**src/rtl/chan_accum_if.sv**
```systemverilog
// Handshake bundle for chan_accum_param: sample input side and per-channel result side.
interface chan_accum_if #(
  parameter int WIDTH     = 8,
  parameter int ACC_WIDTH = 16,
  parameter int CHW       = 8
);
  logic                 in_valid;
  logic                 in_ready;
  logic [CHW-1:0]       in_ch;
  logic [WIDTH-1:0]     in_data;
  logic                 in_clr;
  logic                 out_valid;
  logic                 out_ready;
  logic [CHW-1:0]       out_ch;
  logic [ACC_WIDTH-1:0] out_data;
  logic                 out_ovf;

  modport master (
    output in_valid, in_ch, in_data, in_clr, out_ready,
    input  in_ready, out_valid, out_ch, out_data, out_ovf
  );

  modport slave (
    input  in_valid, in_ch, in_data, in_clr, out_ready,
    output in_ready, out_valid, out_ch, out_data, out_ovf
  );
endinterface

```
**src/rtl/chan_accum_param.sv**
```systemverilog
// Multi-channel running accumulator with a one-entry registered result stage.
// Define ACC_SATURATE_EN to clamp on overflow instead of wrapping modulo 2**ACC_WIDTH.
module chan_accum_param #(
  parameter int                   WIDTH     = 8,
  parameter int                   ACC_WIDTH = 16,
  parameter int                   CHANNELS  = 4,
  parameter int                   CHW       = 8,
  parameter logic [ACC_WIDTH-1:0] INIT      = ACC_WIDTH'(2)
) (
  input logic         clk,
  input logic         rst,
  chan_accum_if.slave bus
);

  logic [ACC_WIDTH-1:0] acc [CHANNELS];
  logic                 out_valid_q;
  logic [CHW-1:0]       out_ch_q;
  logic [ACC_WIDTH-1:0] out_data_q;
  logic                 out_ovf_q;

  logic                 in_ready;
  logic                 accept;
  logic                 ch_ok;
  logic [ACC_WIDTH-1:0] base;
  logic [ACC_WIDTH:0]   sum;
  logic [ACC_WIDTH-1:0] result;

  assign in_ready = !out_valid_q || bus.out_ready;
  assign accept   = bus.in_valid && in_ready;
  assign ch_ok    = 32'(bus.in_ch) < CHANNELS;

  // Loop-based select keeps the index width independent of CHW and never reads past CHANNELS.
  always_comb begin
    base = INIT;
    if (!bus.in_clr) begin
      for (int i = 0; i < CHANNELS; i++) begin
        if (32'(bus.in_ch) == i) base = acc[i];
      end
    end
  end

  assign sum = {1'b0, base} + {{(ACC_WIDTH + 1 - WIDTH){1'b0}}, bus.in_data};

`ifdef ACC_SATURATE_EN
  assign result = sum[ACC_WIDTH] ? {ACC_WIDTH{1'b1}} : sum[ACC_WIDTH-1:0];
`else
  assign result = sum[ACC_WIDTH-1:0];
`endif

  always_ff @(posedge clk) begin
    if (rst) begin
      for (int i = 0; i < CHANNELS; i++) acc[i] <= INIT;
      out_valid_q <= 1'b0;
      out_ch_q    <= '0;
      out_data_q  <= '0;
      out_ovf_q   <= 1'b0;
    end else if (accept && ch_ok) begin
      for (int i = 0; i < CHANNELS; i++) begin
        if (32'(bus.in_ch) == i) acc[i] <= result;
      end
      out_valid_q <= 1'b1;
      out_ch_q    <= bus.in_ch;
      out_data_q  <= result;
      out_ovf_q   <= sum[ACC_WIDTH];
    end else if (in_ready) begin
      // Either the result was taken or nothing was held; a discarded sample leaves no result.
      out_valid_q <= 1'b0;
    end
  end

  assign bus.in_ready  = in_ready;
  assign bus.out_valid = out_valid_q;
  assign bus.out_ch    = out_ch_q;
  assign bus.out_data  = out_data_q;
  assign bus.out_ovf   = out_ovf_q;

endmodule

```
**src/flat_wrapper.sv**
```systemverilog
// flat-port wrapper written by rule: the top's interface ports become plain ports
module chan_accum_param_flat 
#(
  parameter int                   WIDTH     = 8,
  parameter int                   ACC_WIDTH = 16,
  parameter int                   CHANNELS  = 4,
  parameter int                   CHW       = 8,
  parameter logic [ACC_WIDTH-1:0] INIT      = ACC_WIDTH'(2)
)
  (clk, rst, bus_in_valid, bus_in_ch, bus_in_data, bus_in_clr, bus_out_ready, bus_in_ready, bus_out_valid, bus_out_ch, bus_out_data, bus_out_ovf);
  chan_accum_if #(.WIDTH(WIDTH), .ACC_WIDTH(ACC_WIDTH), .CHW(CHW)) bus_i ();
  input logic clk;
  input logic rst;
  input wire logic [$bits(bus_i.in_valid)-1:0] bus_in_valid;
  input wire logic [$bits(bus_i.in_ch)-1:0] bus_in_ch;
  input wire logic [$bits(bus_i.in_data)-1:0] bus_in_data;
  input wire logic [$bits(bus_i.in_clr)-1:0] bus_in_clr;
  input wire logic [$bits(bus_i.out_ready)-1:0] bus_out_ready;
  output wire logic [$bits(bus_i.in_ready)-1:0] bus_in_ready;
  output wire logic [$bits(bus_i.out_valid)-1:0] bus_out_valid;
  output wire logic [$bits(bus_i.out_ch)-1:0] bus_out_ch;
  output wire logic [$bits(bus_i.out_data)-1:0] bus_out_data;
  output wire logic [$bits(bus_i.out_ovf)-1:0] bus_out_ovf;
  assign bus_i.in_valid = bus_in_valid;
  assign bus_i.in_ch = bus_in_ch;
  assign bus_i.in_data = bus_in_data;
  assign bus_i.in_clr = bus_in_clr;
  assign bus_i.out_ready = bus_out_ready;
  assign bus_in_ready = bus_i.in_ready;
  assign bus_out_valid = bus_i.out_valid;
  assign bus_out_ch = bus_i.out_ch;
  assign bus_out_data = bus_i.out_data;
  assign bus_out_ovf = bus_i.out_ovf;
  chan_accum_param #(.WIDTH(WIDTH), .ACC_WIDTH(ACC_WIDTH), .CHANNELS(CHANNELS), .CHW(CHW), .INIT(INIT)) u_core (.clk(clk), .rst(rst), .bus(bus_i));
endmodule
```
**config.mk**
```make
export PLATFORM = sky130hd
export DESIGN_NAME = chan_accum_param_flat
export DESIGN_NICKNAME = d
export VERILOG_FILES = /design/src/rtl/chan_accum_if.sv /design/src/rtl/chan_accum_param.sv /design/src/flat_wrapper.sv
export SDC_FILE = /design/constraint.sdc
export NUM_CORES = 1
export LEC_CHECK = 0
export ABC_AREA = 1
export CAP_MARGIN = 0
export CORE_MARGIN = 2
export CORE_UTILIZATION = 30
export CTS_CLUSTER_SIZE = 12
export DETAILED_ROUTE_END_ITERATION = 7
export PLACE_DENSITY = 0.51
export REMOVE_ABC_BUFFERS = 1
export SYNTH_ARGS = -nofsm -noshare
export SYNTH_HDL_FRONTEND = slang
export SYNTH_SLANG_ARGS = --single-unit
```
**constraint.sdc**
```tcl
create_clock -name clk -period 3.7 [get_ports clk]
set_input_delay 1.11 -clock clk [delete_from_list [all_inputs] [get_ports clk]]
set_output_delay 1.11 -clock clk [all_outputs]
set_load 0.01 [all_outputs]
```
* Word level (Yosys, flattened, before mapping)
Memory sizes are Yosys's and may differ from the RTL's.
Index checks and enable logic that the tools add are counted.
** Word-level totals
- Bits of input ports :: 21
- Output and inout port bits :: 27
- Bits in registers :: 26
- Memory bits (writable) :: 64
- Memories :: 1
** Memories
- u_core.acc :: words 4, width 16, rd ports 4, clocked after memory_dff 0, write ports 4, RTL line chan_accum_param.sv:15 : logic [ACC_WIDTH-1:0] acc [CHANNELS];
** Cells by class
- $lt $le $gt $ge :: 1
- Muxes and demuxes :: 29
- Equal/unequal tests :: 3
- $add $sub $neg :: 1
- Reductions and logical operators :: 6
- Bitwise operators :: 4
** Operators by type and width (count)
- $mux W16 :: 9
- $mux W1 :: 20
- $add A16 B8 Y17 :: 1
- $eq A8 B2 Y1 const B :: 2
- $eq A8 B1 Y1 const B :: 1
- $logic_not A8 Y1 :: 1
- $lt A8 B3 Y1 const B :: 1
- $or A1 B1 Y1 :: 4
- $logic_and A1 B1 Y1 :: 2
- $reduce_bool A2 Y1 :: 1
- $logic_not A1 Y1 :: 1
- $logic_or A1 B1 Y1 :: 1

* Logic depth before layout (Yosys ltp)
- Word-level depth :: 8
- Mapped depth :: 22
- Depth with buffers taken out :: 22

* Worst setup path before layout
No wires, ideal clock.
- Path type :: input to register
- Start :: input port bus_in_ch[0]
- End :: memory u_core.acc[0][14] (data pin)
- Path slack :: -0.215 ns
- Library setup time :: 0.266 ns
- Stages :: 20
- Arrival :: 3.649 ns
- Buffers on the path :: 2
- Data required time :: 3.434 ns
- Cells stage by stage :: buf_4 > nand2_1 > nor2_4 > nand2_1 > clkbuf_1 > inv_1 > a21oi_1 > a211oi_1 > ha_1 > inv_1 > fa_1 > inv_1 > a31oi_1 > nor3_1 > nor2_1 > nor2_4 > and2_4 > nand3_2 > nand2_2 > nor2_1
** RTL lines
- from (decl) :: RTL line flat_wrapper.sv:15 : input wire logic [$bits(bus_i.in_ch)-1:0] bus_in_ch;
- to (decl) :: RTL line chan_accum_param.sv:15

==> implementation parameters <==
Parameter                              Value

Finish
  Final core utilization ... 42.4%
  Most frequent cells in the layout ... 89 x sky130_fd_sc_hd__nor2_1, 71 x sky130_fd_sc_hd__buf_4, 67 x sky130_fd_sc_hd__nand2_1
  Area growth, synth to finish ... 37.2%
  Filler instances ... 1435
  Most common cell after layout, fill and taps aside ... sky130_fd_sc_hd__nor2_1
  Combined area of the multi-input logic cells ... 1990 um2
  Proportion of layout cells with a drive suffix above 1 ... 30.3%
  Fin nets ... 625
  Diodes inserted ... 0
  Flip-flop and latch area ... 2440 um2

Worst hold path
  Worst hold path stage count ... 2
  Worst min-delay path class ... reg -> reg

Logic synthesis
  Count of cell types in the netlist ... 39
  Mapped cell area ... 4530 um2
  Number of warning messages in the yosys log ... 0
  Synthesized area per cell ... 9.43 um2
  Yosys reg bits ... 90
  Synthesized instance count ... 480
  Share of synthesized area occupied by flip-flops and latches ... 53.9%

Route
  Antenna Violating Nets Remaining ... 0
  Detail-routed net length per standard cell ... 15.5 um
  Via/cell ratio ... 4.72
  Wirelength, routed ... 12.2 mm
  DRC marker count from the first detailed-route iteration ... 168
  Number of iterations in the first detailed-routing pass ... 4
  DR vias ... 3699
  Number of remaining DRC errors ... 0

STA
  Setup clock skew after layout ... 0.00531 ns
  Worst slew margin relative to its limit ... 58.5%
  Unrepaired setup endpoints after global routing ... no
  Final period util ... 94.1%
  Slew of the pin with the lowest slew margin ... 0.622 ns
  Fmax achieved ... 0.287 GHz
  Tmin final ... 3.48 ns
  Final Setup Violations ... 0
  Final slew viol count ... 0
  Count of final hold-check violations ... 0
  Tightest hold margin ... 0.443 ns

Outcome
  Outcome ... finished, final reports clean

Setup path
  Worst Path Class, Setup ... in -> reg
  Critical path startpoint category ... primary input
  Critical Path End ... u_core.acc[0][14]$_SDFFCE_PN0P_
  R2R setup slack ... 1.25 ns
  Arrival time reported for the critical path endpoint ... 3.55 ns
  Worst reg2reg startpoint ... u_core.acc[1][1]$_SDFFCE_PN1P_
  Crit end category ... flop
  Logic depth of the worst register-to-register path ... 14
  Launching element of the worst setup path ... bus_in_clr
  Crit path required time ... 3.77 ns
  Destination of the worst register-to-register timing path ... u_core.acc[0][13]$_SDFFCE_PN0P_
  Critical Path Fanout Max ... 7

Run
  Max Cap Viol ... 0

Placed design
  HPWL Detailed ... 8.77 mm
  Placer's final routability congestion estimate ... 0.909
  Number of input and output port buffers inserted ... 47

GRT
  GR peak layer ... met2
  Maximum number of pins on one net before global-route repair ... 38
  Met2 layer usage reported by global route ... 25.9%
  Met1 routing resource usage after global routing ... 20.2%
  Met3 Resource Use GR ... 1.90%
  Wire length of the first global-routing pass ... 19.3 mm
  Residual overflow from global routing ... 0
  Via count of the first global-routing pass ... 3710
  Initial antenna violation count ... 0
  GR Util All Layers ... 15.6%

Clocking
  Root buffer selected by CTS ... sky130_fd_sc_hd__clkbuf_16
  Worst-case clock buffer depth ... 2
  Clock input transition at the sequential cells of the worst setup and hold paths ... 0.06 ns
  Number of levels in the clock H-tree ... 3
  Worst skew pair latency ... 0.34 ns
  TritonCTS clock tree ... yes
  Clock net sink count ... 90
  TritonCTS buffer count ... 9

Floorplan
  Effective utilization at floorplan ... 30.9%
  Horizontal die dimension ... 127 um
  Total die area ... 16100 um2
  Top-Level Pins ... 48
  Die boundary height ... 127 um
  Area inside the core boundary ... 14600 um2
  Row count ... 44

Power
  Max IR drop VDD ... 0.000173 V
  Power per cell area ... 363 nW/um2
  Total Power Consumption ... 2.26 mW
  Total leakage power ... 2.49 nW
[flip-flops by register name, summed over array words and instances (netlist names)]
name	cells
u_core.acc	64
u_core.bus.out_ch	8
u_core.bus.out_data	16
u_core.bus.out_ovf	1
u_core.bus.out_valid	1
[synthesized netlist by cell type (all sizes together)]
master	count	area, um2
nor2	102	480
nand2	91	414
edfxtp	64	1920
inv	49	184
a21oi	29	183
dfxtp	26	521
o21ai	20	100
nand3	15	85.1
nand3b	11	86.3
clkbuf	10	37.5
nand4	10	62.6
buf	8	61.3
ha	8	100
xor2	7	68.8
a22oi	4	30.0
a31oi	4	25.0
nor3	4	20.0
o211ai	4	30.0
o221ai	4	35.0
a211oi	3	22.5
clkinv	2	7.51
and2	1	8.76
fa	1	20.0
o21a	1	7.51
o21bai	1	7.51
xnor2	1	8.76
[per-layer routing]
| metal | up-vias | routed length [um] |
|---|---|---|
| li1 | 1836 | - |
| met1 | 1769 | 5530 |
| met2 | 76 | 5920 |
| met3 | 18 | 442 |
| met4 | 0 | 287 |
| met5 | - | 0 |
[how the worst min path moves through the flow]
| stage | start | end | slack, ns |
|---|---|---|---|
| after floorplan | u_core.bus.out_ch[4]$_SDFFE_PP0P_ | u_core.bus.out_ch[4]$_SDFFE_PP0P_ | 0.46 |
| after global placement | u_core.bus.out_ch[7]$_SDFFE_PP0P_ | u_core.bus.out_ch[7]$_SDFFE_PP0P_ | 0.43 |
| after detailed placement | u_core.bus.out_ch[7]$_SDFFE_PP0P_ | u_core.bus.out_ch[7]$_SDFFE_PP0P_ | 0.44 |
| after CTS | u_core.bus.out_ch[7]$_SDFFE_PP0P_ | u_core.bus.out_ch[7]$_SDFFE_PP0P_ | 0.45 |
| after global routing | u_core.bus.out_ch[3]$_SDFFE_PP0P_ | u_core.bus.out_ch[3]$_SDFFE_PP0P_ | 0.47 |
| final | u_core.bus.out_ch[3]$_SDFFE_PP0P_ | u_core.bus.out_ch[3]$_SDFFE_PP0P_ | 0.44 |
[metrics by stage]
stage                     instances  TNS (ns)  setup slack, ns  area (um2)
after CTS                       779         0          0.00504        6080
after floorplan                 462     -1.75           -0.163        4430
after detailed placement        760    -36.13           -0.655        5660
after global placement          760    -31.52           -0.606        5660
final                           784         0            0.220        6210
after global routing            784         0           0.0218        6210
[cell type report]
| class | instances | area share [%] |
|---|---|---|
| clock inverter | 2 | 0.181 |
| tap | 184 | 3.70 |
| timing repair buffer | 122 | 16.5 |
| clock buffer | 14 | 5.09 |
| sequential | 90 | 39.3 |
| multi-input combinational | 321 | 32.0 |
| inverter | 51 | 3.18 |
[report_power, final]
part	internal [mW]	total [mW]	switching, mW
clock	0.592	0.974	0.382
sequential	1.11	1.12	0.00954
combinational	0.0735	0.169	0.0951
[critical path: stages]
cell and delay (ns):
sky130_fd_sc_hd__clkdlybuf4s50_1 0.50, sky130_fd_sc_hd__inv_1 0.30, sky130_fd_sc_hd__o21ai_0 0.17, sky130_fd_sc_hd__a21oi_2 0.20
sky130_fd_sc_hd__ha_4 0.24, sky130_fd_sc_hd__nand2_1 0.06, sky130_fd_sc_hd__nand2_1 0.08, sky130_fd_sc_hd__a31oi_4 0.16
sky130_fd_sc_hd__nor3_2 0.06, sky130_fd_sc_hd__nor2_2 0.17, sky130_fd_sc_hd__nor2_4 0.07, sky130_fd_sc_hd__and2_4 0.19
sky130_fd_sc_hd__nand2_2 0.06, sky130_fd_sc_hd__nand2_2 0.05, sky130_fd_sc_hd__nand2_4 0.08, sky130_fd_sc_hd__nor2_1 0.04
[cell families after synthesis]
logic type      count (synthesis)  share of synthesized area [%]
flops                          90                           53.9
xor+xnor                        8                           1.71
fa+ha+maj                       9                           2.65
simple gates                  234                           25.6
buf+inv                        69                           6.41
compound gates                 70                           9.73
[repair_timing]
action | CTS | global route
hold buffers | 0 | 0
pin swaps | 17 | 34
gates resized for setup | 37 | 39
endpoints found under the setup margin | 57 | 56
setup buffers | 3 | 5
No activity file was read; power rests on OpenSTA's default activity.
==> RTL change (config.mk and constraints unchanged) <==
The option `ACC_SATURATE_EN` is turned on by a define.
--- a/src/rtl/chan_accum_param.sv
+++ b/src/rtl/chan_accum_param.sv
@@ -1,5 +1,7 @@
 // Multi-channel running accumulator with a one-entry registered result stage.
 // Define ACC_SATURATE_EN to clamp on overflow instead of wrapping modulo 2**ACC_WIDTH.
+`define ACC_SATURATE_EN
+
 module chan_accum_param #(
   parameter int                   WIDTH     = 8,
   parameter int                   ACC_WIDTH = 16,
Behaviour: same outputs for any inputs over 4 cycles, from zero or initial values and one cycle with rst high; that may be too few to reach the edited logic, so the function may still have changed.
==> RTL change against the original RTL <==
The flow now finishes with violations (negative setup slack). Total power down 6.3%. Global-route usage increased by 2.6 points. Routed wire length grew 21%. Critical path depth grew 5. Critical endpoint is now u_core.acc[1][13]$_SDFFCE_PN0P_. Final cell count increased by 14%. Via count increased by 14%. Synthesized area is 5.4% higher. First-iteration DRC count grew 67%. Core utilization up 0.21 points. Design area is 7.8% higher. Sequential cell count stayed put. Setup slack lost 0.43 ns.
==> RTL change: results <==
[outcome]
status = finished with violations
violations = negative setup slack

[drt]
wl_met1_mm = 6.748
finalWirelength_mm = 14.75
wl_met2_mm = 7.263
vias_per_cell = 4.717
drt-initial-drc-count = 280
drt_pass1_iterations = 5
routed-wl-met3_um = 559
post_drt_wl_per_cell_um = 16.46

[synthesis]
yosys-top-cells-count = nand2_1, inv_1, nor2_1
ys_top_cells_by_area = edfxtp_1, dfxtp_1, nand2_1
yosys.area_share.adder_pct = 2.516
ys_seq_area_share_pct = 51.17
avgSynthCellArea_um2 = 8.585
yosysWarnings = 0
synth_xor_xnor_area_share_pct = 1.284
synth-async-reset-ratio_pct = 0
synth_edf_count = 64
synth_compound_area_share_pct = 10.46
ys_types = 38

[sta]
finalSetupViolCount = 81
setup_ws_ns = -0.2096
worst_pin_slew_ns = 0.6382
tns_ns = -12.28
fin_skew_ns = 0.01076

[global_route]
grtUsageMet2_pct = 31.54
grt_max_degree = 24
grt_use_total_pct = 18.13
grt_pass1_vias = 4190
use_met3_pct = 2.542
grt_pass1_wl_mm = 22.89
grt.met1_usage_pct = 23.69

[pwr]
peakVddDrop_mv = 0.2403
p_int_mw = 1.632
cellLeakagePower_nw = 2.740

[worst_setup_path]
cp.arrival_ns = 4.12
timing.rr.start = u_core.acc[2][0]$_SDFFCE_PN0P_
r2r_cells = 15
crit_start = bus_in_ch[6]
worstPathMaxFanout = 6

[cells_and_area]
drive_above_1_share_pct = 31.32
fin_nets = 705
filler_cell_count = 1518
num_antenna_cells = 0

[hold_path]
min-delay-start = u_core.bus.out_ch[6]$_SDFFE_PP0P_

[clock_tree]
htreeDepth = 3
path_clk_slew_ns = 0.06
cts_max_path_buffers = 2

[place]
gp_congestion = 0.9172
dp_hpwl_mm = 10.28
place_inst = 868
==> RTL change: cell count changes after synthesis, sizes merged, moves of 4 or more <==
cell	change
nand3b	-7
xnor2	+4
nor2	-11
xor2	-5
a221oi	+5
inv	+33
nand4	-5
nand2	+15
a22oi	-4
a21oi	+16
o211ai	-4
nand3	+33
==> RTL change: final timing paths <==
check,to,slack (ns)
setup / recovery,u_core.acc[1][13]$_SDFFCE_PN0P_,-0.21
hold / removal,u_core.bus.out_ch[6]$_SDFFE_PP0P_,0.44
setup reg to reg,u_core.acc[1][13]$_SDFFCE_PN0P_,0.71
hold reg to reg,u_core.bus.out_ch[6]$_SDFFE_PP0P_,0.44
==> RTL change: cells by family after synthesis <==
group                    after synthesis
AO/OA/AOI/OAI                         86
XOR/XNOR                               7
adder cells (fa/ha/maj)                9
buffers and inverters                104
flip-flops                            90
AND/OR/NAND/NOR                      260
==> RTL change: power by group through the flow <==
stage	clock [mW]	sequential, mW	combinational (mW)
finish	0.827	1.12	0.171
global route	0.886	1.12	0.184
CTS	0.841	1.12	0.167
detailed placement	0	1.14	0.154
global placement	0	1.14	0.152
floorplan	0	1.14	0.0595
==> RTL change: what timing repair did <==
| action | 4_1_cts | 5_1_grt |
|---|---|---|
| gates cloned | 2 | 1 |
| setup endpoints to repair | 81 | 81 |
| pin swaps | 23 | 13 |
| hold endpoints to repair | 0 | 0 |
| resized for setup | 97 | 31 |
| hold buffers | 0 | 0 |
| buffers inserted | 9 | 2 |
==> RTL change: stage by stage <==
| stage | area [µm²] | hold WS [ns] | worst slack, ns |
|---|---|---|---|
| floorplan | 4639 | 0.4639 | -0.6198 |
| global placement | 5931 | 0.4268 | -1.355 |
| detailed placement | 5931 | 0.4263 | -1.350 |
| CTS | 6541 | 0.4410 | -0.1882 |
| global route | 6701 | 0.4532 | -0.3676 |
| finish | 6701 | 0.4376 | -0.2096 |
==> RTL change: cell type report <==
type / instances / area, µm² / share of cell area [%]
clock buffers: 13 / 240.2 / 3.585
repair buffers: 129 / 1164 / 17.36
flip-flops and latches: 90 / 2442 / 36.45
inverters: 83 / 311.5 / 4.649
multi-input cells: 362 / 2255 / 33.64
clock inverters: 3 / 18.77 / 0.2801
well taps: 216 / 270.3 / 4.033
==> RTL change: worst max-delay path, stage by stage <==
cell and delay (ns):
buf_6 0.10, nor2_4 0.14, nand2_4 0.08, inv_2 0.06, nand2_2 0.06, inv_2 0.07
nand2_2 0.06, a311oi_4 0.39, ha_2 0.28, inv_2 0.04, fa_2 0.33, nand3b_1 0.16
and2_4 0.15, o31ai_4 0.20, nand3_2 0.16, nor2_4 0.22, nand2_8 0.13, buf_6 0.16
nand3_4 0.10, nand2_1 0.06, inv_1 0.04
